===== config.mk =====
export PLATFORM = sky130hd
export DESIGN_NAME = dmem_arbiter
export DESIGN_NICKNAME = d
export VERILOG_FILES = /design/src/rtl/dmem_arbiter.sv
export SDC_FILE = /design/constraint.sdc
export NUM_CORES = 1
export LEC_CHECK = 0
export CORE_MARGIN = 10
export CORE_UTILIZATION = 30
export CTS_CLUSTER_DIAMETER = 40
export DETAILED_ROUTE_END_ITERATION = 10
export DONT_BUFFER_PORTS = 1
export GPL_ROUTABILITY_DRIVEN = 0
export PLACE_DENSITY = 0.47
export SYNTH_ARGS = -nofsm -noshare
export SYNTH_HDL_FRONTEND = slang
export SYNTH_SLANG_ARGS = --single-unit

===== constraint.sdc =====
create_clock -name clk -period 5.8 [get_ports clk]
set_clock_uncertainty 0.1 [all_clocks]
set_input_delay 0.58 -clock clk [delete_from_list [all_inputs] [get_ports clk]]
set_output_delay 0.58 -clock clk [all_outputs]
set_load 0.03 [all_outputs]

===== src/rtl/dmem_arbiter.sv =====
// Round-robin two-port arbiter in front of a single variable-latency data memory.
// Optional BUSY timeout/abort is compiled in with `define DMEM_ARB_TIMEOUT_EN.
module dmem_arbiter #(
  parameter int DATA_WIDTH     = 32,
  parameter int ADDR_WIDTH     = 32,
  parameter int TIMEOUT_CYCLES = 16
) (
  input  logic                  clk,
  input  logic                  rst,
  input  logic                  m0_req,
  input  logic                  m0_we,
  input  logic [ADDR_WIDTH-1:0] m0_addr,
  input  logic [DATA_WIDTH-1:0] m0_wdata,
  output logic [DATA_WIDTH-1:0] m0_rdata,
  output logic                  m0_ack,
  output logic                  m0_stall,
  input  logic                  m1_req,
  input  logic [ADDR_WIDTH-1:0] m1_addr,
  output logic [DATA_WIDTH-1:0] m1_rdata,
  output logic                  m1_ack,
  output logic [ADDR_WIDTH-1:0] mem_addr,
  output logic [DATA_WIDTH-1:0] mem_write_data,
  output logic                  mem_read,
  output logic                  mem_write,
  input  logic [DATA_WIDTH-1:0] mem_read_data,
  input  logic                  mem_ready,
  output logic                  err,
  output logic                  o_dbg_state
);

  // Handshake: a requester raises mN_req and holds it (with stable addr/data)
  // until mN_ack pulses for one cycle; the memory holds mem_* stable until it
  // answers with mem_ready, which is only honoured while BUSY.

  typedef enum logic {
    S_IDLE = 1'b0,
    S_BUSY = 1'b1
  } state_t;

  state_t                r_state;
  logic                  r_last_grant;
  logic                  r_gnt;
  logic                  r_we;
  logic [ADDR_WIDTH-1:0] r_mem_addr;
  logic [DATA_WIDTH-1:0] r_mem_wdata;
  logic                  r_mem_read;
  logic                  r_mem_write;
  logic [DATA_WIDTH-1:0] r_m0_rdata;
  logic [DATA_WIDTH-1:0] r_m1_rdata;
  logic                  r_m0_ack;
  logic                  r_m1_ack;

  logic                  w_any_ack;
  logic                  w_grant;
  logic                  w_done;
  logic [DATA_WIDTH-1:0] w_rdata;

  assign w_any_ack = r_m0_ack | r_m1_ack;
  // Port 1 wins when it is the only requester, or on a tie when port 0 went last.
  assign w_grant   = m0_req ? (m1_req & ~r_last_grant) : 1'b1;

`ifdef DMEM_ARB_TIMEOUT_EN
  localparam int CNT_W = (TIMEOUT_CYCLES > 2) ? $clog2(TIMEOUT_CYCLES) : 1;
  logic [CNT_W-1:0] r_to_cnt;
  logic             r_err;
  logic             w_timeout;

  assign w_timeout = (r_to_cnt == CNT_W'(TIMEOUT_CYCLES - 1)) & ~mem_ready;
  assign w_done    = mem_ready | w_timeout;
  // An aborted read returns zero rather than whatever is on the bus.
  assign w_rdata   = mem_ready ? mem_read_data : '0;
  assign err       = r_err;
`else
  assign w_done    = mem_ready;
  assign w_rdata   = mem_read_data;
  assign err       = 1'b0;
`endif

  always_ff @(posedge clk or posedge rst) begin
    if (rst) begin
      r_state      <= S_IDLE;
      r_last_grant <= 1'b1;
      r_gnt        <= 1'b0;
      r_we         <= 1'b0;
      r_mem_addr   <= '0;
      r_mem_wdata  <= '0;
      r_mem_read   <= 1'b0;
      r_mem_write  <= 1'b0;
      r_m0_rdata   <= '0;
      r_m1_rdata   <= '0;
      r_m0_ack     <= 1'b0;
      r_m1_ack     <= 1'b0;
`ifdef DMEM_ARB_TIMEOUT_EN
      r_to_cnt     <= '0;
      r_err        <= 1'b0;
`endif
    end else begin
      r_m0_ack <= 1'b0;
      r_m1_ack <= 1'b0;
`ifdef DMEM_ARB_TIMEOUT_EN
      r_err    <= 1'b0;
`endif
      case (r_state)
        S_IDLE: begin
          // Requests seen during an ack cycle are stale and must not re-issue.
          if ((m0_req | m1_req) && !w_any_ack) begin
            r_gnt        <= w_grant;
            r_last_grant <= w_grant;
            r_mem_addr   <= w_grant ? m1_addr : m0_addr;
            if (!w_grant) begin
              r_mem_wdata <= m0_wdata;
            end
            r_we         <= ~w_grant & m0_we;
            r_mem_read   <= w_grant | ~m0_we;
            r_mem_write  <= ~w_grant & m0_we;
            r_state      <= S_BUSY;
`ifdef DMEM_ARB_TIMEOUT_EN
            r_to_cnt     <= '0;
`endif
          end
        end
        S_BUSY: begin
          if (w_done) begin
            r_mem_read  <= 1'b0;
            r_mem_write <= 1'b0;
            if (r_gnt) begin
              r_m1_ack <= 1'b1;
              if (!r_we) begin
                r_m1_rdata <= w_rdata;
              end
            end else begin
              r_m0_ack <= 1'b1;
              if (!r_we) begin
                r_m0_rdata <= w_rdata;
              end
            end
`ifdef DMEM_ARB_TIMEOUT_EN
            r_err <= w_timeout;
`endif
            r_state <= S_IDLE;
          end
`ifdef DMEM_ARB_TIMEOUT_EN
          else begin
            r_to_cnt <= r_to_cnt + 1'b1;
          end
`endif
        end
        default: r_state <= S_IDLE;
      endcase
    end
  end

  assign m0_rdata       = r_m0_rdata;
  assign m1_rdata       = r_m1_rdata;
  assign m0_ack         = r_m0_ack;
  assign m1_ack         = r_m1_ack;
  assign m0_stall       = m0_req & ~r_m0_ack;
  assign mem_addr       = r_mem_addr;
  assign mem_write_data = r_mem_wdata;
  assign mem_read       = r_mem_read;
  assign mem_write      = r_mem_write;
  assign o_dbg_state    = r_state;

endmodule


==> results of run 1 <==
## cell usage in the layout, fill, tap and decap left out, types with 2 or more instances in the layout
master	n
clkbuf_16	17
o21ai_0	2
a2bb2oi_1	32
nor2_1	2
buf_4	5
bufinv_16	4
clkbuf_8	2
dfrtp_1	135
inv_1	3
o32ai_1	32
mux2_2	66
nand2_1	3
o21a_1	3
and3_1	2
nand4_1	2
inv_6	5
mux2_1	30
nor3_4	2
## critical path, cell delays in order (launching register included)
cell and delay (ps):
dfrtp_1 570, nor3_4 190, buf_4 380, o21a_1 380, buf_4 390, a2bb2oi_1 210
## registers in the layout, summed over array words and instances, names as in the netlist
signal / count
r_gnt: 1
mem_write_data: 32
r_we: 1
mem_write: 1
mem_addr: 32
mem_read: 1
m0_rdata: 32
m1_rdata: 32
m1_ack: 1
r_last_grant: 1
m0_ack: 1
o_dbg_state: 1
## per-stage QoR
stage	setup WS, ps	utilization, %	power [µW]	hold WS (ps)
after floorplan	1480	-	3360	379
after global placement	3530	31.9	3640	457
after detailed placement	3450	31.9	3670	460
after CTS	3440	35.6	4870	18.0
after global routing	3290	35.6	5030	32.7
final	3470	35.6	4780	2.72
## area by class of cell
type | count | area (µm²) | area share (%)
Sequential cell | 136 | 3400 | 54.9
Inverter | 4 | 20.0 | 0.323
Timing Repair Buffer | 5 | 37.5 | 0.605
Tap cell | 225 | 282 | 4.54
Antenna cell | 1 | 2.50 | 0.0403
Clock inverter | 12 | 188 | 3.02
Clock buffer | 20 | 457 | 7.36
Multi-Input combinational cell | 183 | 1810 | 29.2
## logic make-up (layout without fill, tap and decap cells)
group	after synthesis	after routing	share of synthesized area [%]
AOI/OAI and AO/OA	71	71	11.4
and+or+nand+nor	14	14	1.87
other	1	2	0.0700
muxes	97	97	20.4
DFF	136	136	63.5
buffers and inverters	30	41	2.76
## how the worst min path moves through the flow
stage	from	end	slack, ps
6_report	rst	m0_rdata[24]	3
5_1_grt	rst	m0_rdata[24]	30
4_1_cts	rst	m0_rdata[24]	20
3_5_place_dp	r_last_grant	r_last_grant	460
3_3_place_gp	r_last_grant	r_last_grant	460
2_1_floorplan	r_gnt	m0_ack	380
## power breakdown
| group | total, µW | switching (µW) | leakage [µW] | internal (µW) |
|---|---|---|---|---|
| combinational | 856 | 369 | 0.000646 | 487 |
| clock | 1170 | 416 | 0.000314 | 751 |
| sequential | 2760 | 1340 | 0.00158 | 1420 |
## metal layers
metal	routed length [µm]	track usage, %	part of all wire [%]
met1	4810	11.4	33
met2	7220	19.3	49
met3	2400	9.37	16
met4	179	4.36	1.2
met5	0	0	0
==> results.md, run 1 <==
Clocking:
- In this run the deepest clock path goes through 2 buffers.
- The count of hold buffers inserted by post-cts repair is 0.
- At the later pin of the worst-skew pair, clock insertion delay measures 410 ps.
- The clock buffer count from CTS is 17.
- CTS placed an instance of clkbuf_16 at the clock tree root.
- The tree built by TritonCTS fans out to 136 sinks.
- The number of buffers added for setup after CTS is 0.
- The H-tree generated during clock tree synthesis spans 4 levels.
- The CTS tree is yes.
- Clock-pin slew was measured on the worst setup and hold paths at 60 ps.
- The total of cells resized after clock tree synthesis is 0.

Route:
- Using the TritonRoute via totals, the vias-per-cell ratio works out to 5.16.
- The total via count after detailed routing is 3021.
- The number of nets with antenna violations after routing is 0.
- The remaining design rule violation count is 0.
- In the final routed layout, each cell accounts on average for 24.9 µm.
- The total wire length after detailed routing is 14600 µm.
- In this run, the number of DRC markers left after iteration 0 of detailed routing was 80.
- The number of detailed-route iterations in the first pass is 4.

STA:
- Setup repair after global routing left no endpoint under its margin.
- For the pin with the worst max-slew slack, the measured transition is 1180 ps.
- Setup violations remaining at the end of the flow were counted as 0.
- Derived from the worst setup path, the maximum achievable clock frequency is 430 MHz.
- The portion of the clock cycle consumed by the worst path in the final layout is 40.1%.
- After layout, the minimum clock period comes to 2330 ps.
- The total count of max-transition violations in the final report is 0.
- The tightest slew margin relative to the limit is 21.0%.
- The final-report hold violation count was 0.
- The setup TNS is 0 ps.

Worst setup path:
- The timing endpoint of the critical path is mem_addr[0].
- The setup slack of the worst register-to-register path is 3470 ps.
- In this run the worst path has a maximum fanout of 35.
- STA classifies the critical path endpoint as a flip-flop.
- STA classifies the critical path startpoint as a flip-flop.
- The worst path required time is 6020 ps.
- Data on the critical path arrives at its endpoint at 2550 ps.
- The startpoint of the worst-slack reg-to-reg timing path is o_dbg_state.
- The cell count of the worst reg-to-reg path is 5.
- The worst setup path startpoint is o_dbg_state.
- The destination of the worst register-to-register timing path is mem_addr[0].
- The critical path is of the flip-flop to flip-flop type.

GRT:
- The number of global-route vias before repair is 3354.
- Global routing used 12.0% of the available tracks across all layers.
- The largest net degree at the start of global routing is 72.
- The number of antenna violations at the first check in global routing came to 1.
- The global-route wire length before repair is 21900 µm.
- After global routing the overflow that remains totals 0.

Logic synthesis:
- The part of the Yosys area used for sequential elements is 63.5%.
- The dominant cell by count in the synthesized netlist is dfrtp_1.
- Yosys mapped the design onto 25 distinct sky130hd cell types.
- Of all flip-flops after synthesis, the portion carrying an async set or reset was 100%.
- The mean post-synth cell area is 15.4 µm².
- The synthesized netlist occupies a cell area of 5360 µm².
- The number of instances in the synthesized netlist is 349.
- In the post-synthesis netlist, the biggest area contributors are dfrtp_1 (63%), mux2_2 (14%), mux2_1 (6.3%), a2bb2oi_1 (5.2%), o32ai_1 (5.2%).
- The synthesized design spends more area on one cell type than any other, namely dfrtp_1.
- Counting flops with a built-in enable in the synthesized netlist gives 0.
- For this run, the number of Yosys warnings is 0.
- The number of nets handed over by synthesis was 483.
- In this run, synthesis produced a sequential element count of 136.
- The commonest cells after synthesis are dfrtp_1 (135), mux2_2 (66), a2bb2oi_1 (32), o32ai_1 (32), mux2_1 (30).
- The portion of synthesized cell area occupied by the leading cell type is 63.1%.
- The leading register cell type out of synthesis is dfrtp_1.

Placed design:
- The area after detailed placement is 5560 µm².
- The quantity of I/O buffers inserted on ports is 0.
- The final HPWL from detailed placement is 11100 µm.
- The cell total after placement is 553.

Hold path:
- The kind of path behind the tightest hold check is input pin to async pin.

Power:
- The largest vdd supply drop is 293 µV.
- Power spread over the standard cell area amounts to 770 nW/µm².
- The leakage power of the design is 0.00254 µW.

Finish:
- After routing the design area is 6200 µm².
- The number of fill cells is 1690.
- Relative to the synthesized area, the layout overhead comes to 15.8%.
- Once layout is complete, the cells apart from fillers number 586.
- Of the cells placed in the final design, the portion with a size suffix greater than 1 is 30.3%.
- The net count of the finished layout is 481.

Floorplanning:
- The die height is 154 µm.
- The die boundary width is 154 µm.
- The die outline area is 23600 µm².
- The number of cell rows is 48.
- The placeable core region is 17400 µm².
- For this configuration, the core starts out at a cell density of 30.8%.
- For this design the top-level I/O count stands at 269.

Status:
- The flow ran to the end, and the final reports show no timing, DRC or antenna violations.

Job:
- The number of max-capacitance violations reported is 0.
Power figures use the tool's default switching activity.
==> run 2: changes to the inputs <==
--- a/config.mk
+++ b/config.mk
@@ -5,6 +5,7 @@
 export SDC_FILE = /design/constraint.sdc
 export NUM_CORES = 1
 export LEC_CHECK = 0
+export ABC_AREA = 1
 export CORE_MARGIN = 10
 export CORE_UTILIZATION = 30
 export CTS_CLUSTER_DIAMETER = 40
==> constraint.sdc (replaced) <==
create_clock -name clk -period 2.36 [get_ports clk]
set_clock_uncertainty 0.1 [all_clocks]
set_input_delay 0.236 -clock clk [delete_from_list [all_inputs] [get_ports clk]]
set_output_delay 0.236 -clock clk [all_outputs]
set_load 0.03 [all_outputs]
==> results.md, run 2 <==
Worst setup path:
- Walking the worst path, the cells encountered are nor2_2 -> nand2_1 -> nor2_4 -> buf_4 -> nand3_1 -> dlygate4sd3_1 -> nand2_1.
- The worst-path cell with the longest stage delay is dlygate4sd3_1.
- The dominant delay contributor by cell family on the critical path is buffers and inverters.
- Data arrives at the worst endpoint at 2440 ps.
- The type of the setup path with the least slack is flip-flop to flip-flop.
- The critical path launch point type is a flip-flop.
- The number of buffers and inverters on the critical path is 2.
- For the worst setup path, the data required time is 2610 ps.
- The highest net fanout along the worst path is 20.
- The cell repeated most along the worst path is nand2_1.
- The worst setup path is captured at a flip-flop.
- The largest single stage delay on the critical path is 600 ps.
- Setup slack on the worst reg-to-reg path comes out at 170 ps.

Power:
- The fraction of power spent switching nets is 48.7%.
- Of the total power, combinational logic draws 21.7%.
- The largest vdd supply drop is 836 µV.
- The share of total power dissipated in sequential elements is 55.9%.
- The clock network fraction of design power is 22.5%.
- The net switching power is 5670 µW.
- The internal portion of the total power is 5980 µW.
- The analysis attributes to cell leakage a power of 0.00392 µW.
- In this run the power density over the cells is 1470 nW/µm².

Route:
- The mean number of vias per cell is 4.51.
- For this block, the initial DRC count from the detailed router was 249.
- The detail route stage leaves a number of antenna-violating nets equal to 0.
- After detailed routing, the number of remaining DRC violations is 0.
- Summed over all layers, the routed wires come to 18000 µm.
- The number of detailed-route iterations in the first pass is 4.
- The final routed wire length divided by cell count is 17.0 µm.
- The total via count after detailed routing is 4761.

STA:
- The slew of the pin with the lowest slew margin is 1200 ps.
- The total count of max-transition violations in the final report is 0.
- Setup violations remaining at the end of the flow were counted as 0.
- In the finished design, the share of the clock period the worst path needs comes to 92.8%.
- The post-layout minimum cycle time is 2190 ps.
- Measured against its own limit, the worst slew margin works out to 20.2%.
- The setup TNS is 0 ps.
- The maximum operating frequency is 457 MHz.
- Setup repair after global routing left no endpoint under its margin.
- The final-report hold violation count was 0.

Logic synthesis:
- The number of enable flip-flop cells after synthesis is 0.
- After synthesis the cells add up to 5770 µm².
- The most used flip-flop cell after synthesis is dfrtp_1.
- Synthesis handed over a netlist of 659 instances.
- For this run, asynchronously set or reset flops after synthesis account for 100%.
- Of the synthesized area, sequential elements account for 59.0%.
- The library cell with the largest summed area after synthesis is dfrtp_1.
- By area the synthesized netlist is led by dfrtp_1 (59%), nand2_1 (15%), nand3_1 (5.7%), o21ai_0 (5.5%), inv_1 (4.7%).
- The mean post-synth cell area is 8.75 µm².
- The synthesized net count is 793.
- The flip-flop and latch count after synthesis is 136.
- The number of warnings reported in the yosys synthesis log is 0.
- The count of distinct cell types in the synthesized netlist is 21.
- By count the netlist is led by nand2_1 (229), dfrtp_1 (135), inv_1 (72).
- The portion of synthesized cell area occupied by the leading cell type is 58.6%.
- The dominant cell by count in the synthesized netlist is nand2_1.

Floorplanning:
- Once the floorplan was initialized, standard cells occupied 30.6% of the core.
- The floorplan has 50 rows.
- 269 I/O pins were placed.
- The region available for standard cell placement spans 18800 µm².
- The floorplan step defined a die boundary enclosing 25200 µm².
- In this run the horizontal extent of the chip is 159 µm.
- The die is 159 µm tall.

Clocking:
- The H-tree was split into 4 levels.
- TritonCTS built the clock tree.
- The root cell of the clock tree is clkbuf_16.
- The maximum buffer depth of the clock tree is 2.
- Counting the buffers created by CTS gives 17.
- The clock-pin slew on the worst setup and hold paths is 60 ps.
- The number of buffers added for setup after CTS is 0.
- Counting every sink on the clock net gives 136.
- The clock latency reported for the late side of the worst-skew pair is 400 ps.

Finish:
- Relative to the synthesized area, the layout overhead comes to 37.7%.
- The core occupancy in the finished layout is 42.2%.
- The footprint of the multi-input gates is 1880 µm².
- The fraction of final layout cells sized beyond drive strength 1 is 7.18%.
- Fill cells in the final layout number 1838.
- The net count of the finished layout is 915.
- In the final layout, flip-flops and latches occupy 3400 µm².
- In the layout the commonest cells are nand2_1 (229), dfrtp_1 (135), dlygate4sd3_1 (131), inv_1 (71), nand3_1 (66).
- Leaving out fill and tap cells, the most frequent cell in the layout is nand2_1.

Job:
- Across the run, the number of max-cap violations was 0.

Placed design:
- Detailed placement ended at an HPWL of 12300 µm.
- Port buffering added 0 buffers.

Hold path:
- The path class of the tightest hold or removal check is input pin to flip-flop.

GRT:
- Entering global routing, the biggest net connects 71 pins.
- The total overflow left after global routing is 0.
- The number of global-route vias before repair is 4961.
- The number of antenna violations at the first check in global routing is 2.
- Global routing used 14.0% of the available tracks across all layers.
- The first global-routing pass estimated 27600 µm of wire.

Status:
- The run finished with clean final reports.
-- run 2: changes by cell type after synthesis, moves of 30 or more --
| cell | delta |
|---|---|
| nand3_1 | +66 |
| nand2_1 | +226 |
| inv_1 | +68 |
| mux2_2 | -66 |
| o21ai_0 | +61 |
| nand3b_1 | +32 |
| o32ai_1 | -32 |
| mux2_1 | -30 |
| a2bb2oi_1 | -32 |
-- run 2: power groups by stage --
stage | registers [µW] | clock network, µW | logic, µW
6_report | 6510 | 2620 | 2520
5_1_grt | 6690 | 2810 | 2950
4_1_cts | 6560 | 2690 | 2550
3_5_place_dp | 6580 | 0 | 2170
3_3_place_gp | 6600 | 0 | 2060
2_1_floorplan | 6120 | 0 | 1750
-- run 2: metal layers --
metal  GRT usage, %  vias to the layer above  part of all wire, %  wire length (µm)
li1               -                     2308                    -                 -
met1           14.9                     2249                   37              6620
met2           23.3                      185                   49              8880
met3           7.47                       19                   12              2200
met4           4.85                        0                  1.5               277
met5              0                        -                    0                 0
-- run 2: layout make-up --
cell class,instances,area share [%]
Sequential cell,136,42.9
Multi-Input combinational cell,411,23.7
Timing Repair Buffer,142,18.4
Clock buffer,17,5.36
Tap cell,260,4.10
Inverter,73,3.50
Clock inverter,15,2.05
Antenna cell,2,0.0630
-- run 2: stage by stage --
stage          instance area, µm²  total power [µW]  cells  hold slack (ps)  setup slack (ps)
4_1_cts                      7940             11800   1054              226               134
5_1_grt                      7940             12400   1056              265              47.8
3_3_place_gp                 6030              8660    890              173               517
6_report                     7940             11600   1056              240               170
3_5_place_dp                 6030              8750    890              172               480
2_1_floorplan                5770              7870    659              232               332
-- run 2: final timing paths --
kind | from | endpoint | cells after the start
max reg2reg | m1_ack | mem_addr[31] | 7
max in group asynchronous | rst | r_last_grant | 3
min | m0_req | mem_addr[15] | 4
min reg2reg | r_gnt | m0_ack | 1
min in group asynchronous | rst | m0_rdata[16] | 3
max | m1_ack | mem_addr[31] | 7
-- run 2: tightest hold or removal path: cells and delay by family --
kind | cells | cell delay, ps
and+or+nand+nor | 4 | 470
-- run 2: what timing repair did --
item | CTS | global route
hold buffers | 132 | 0
endpoints found under the setup margin | 0 | 17
endpoints found under the hold margin | 268 | 0
gates resized for setup | 0 | 1
-- run 2: logic make-up after synthesis --
family	synth area share, %
buffers and inverters	8.37
DFF	59.0
other	0.0650
AOI/OAI and AO/OA	5.99
and+or+nand+nor	26.6
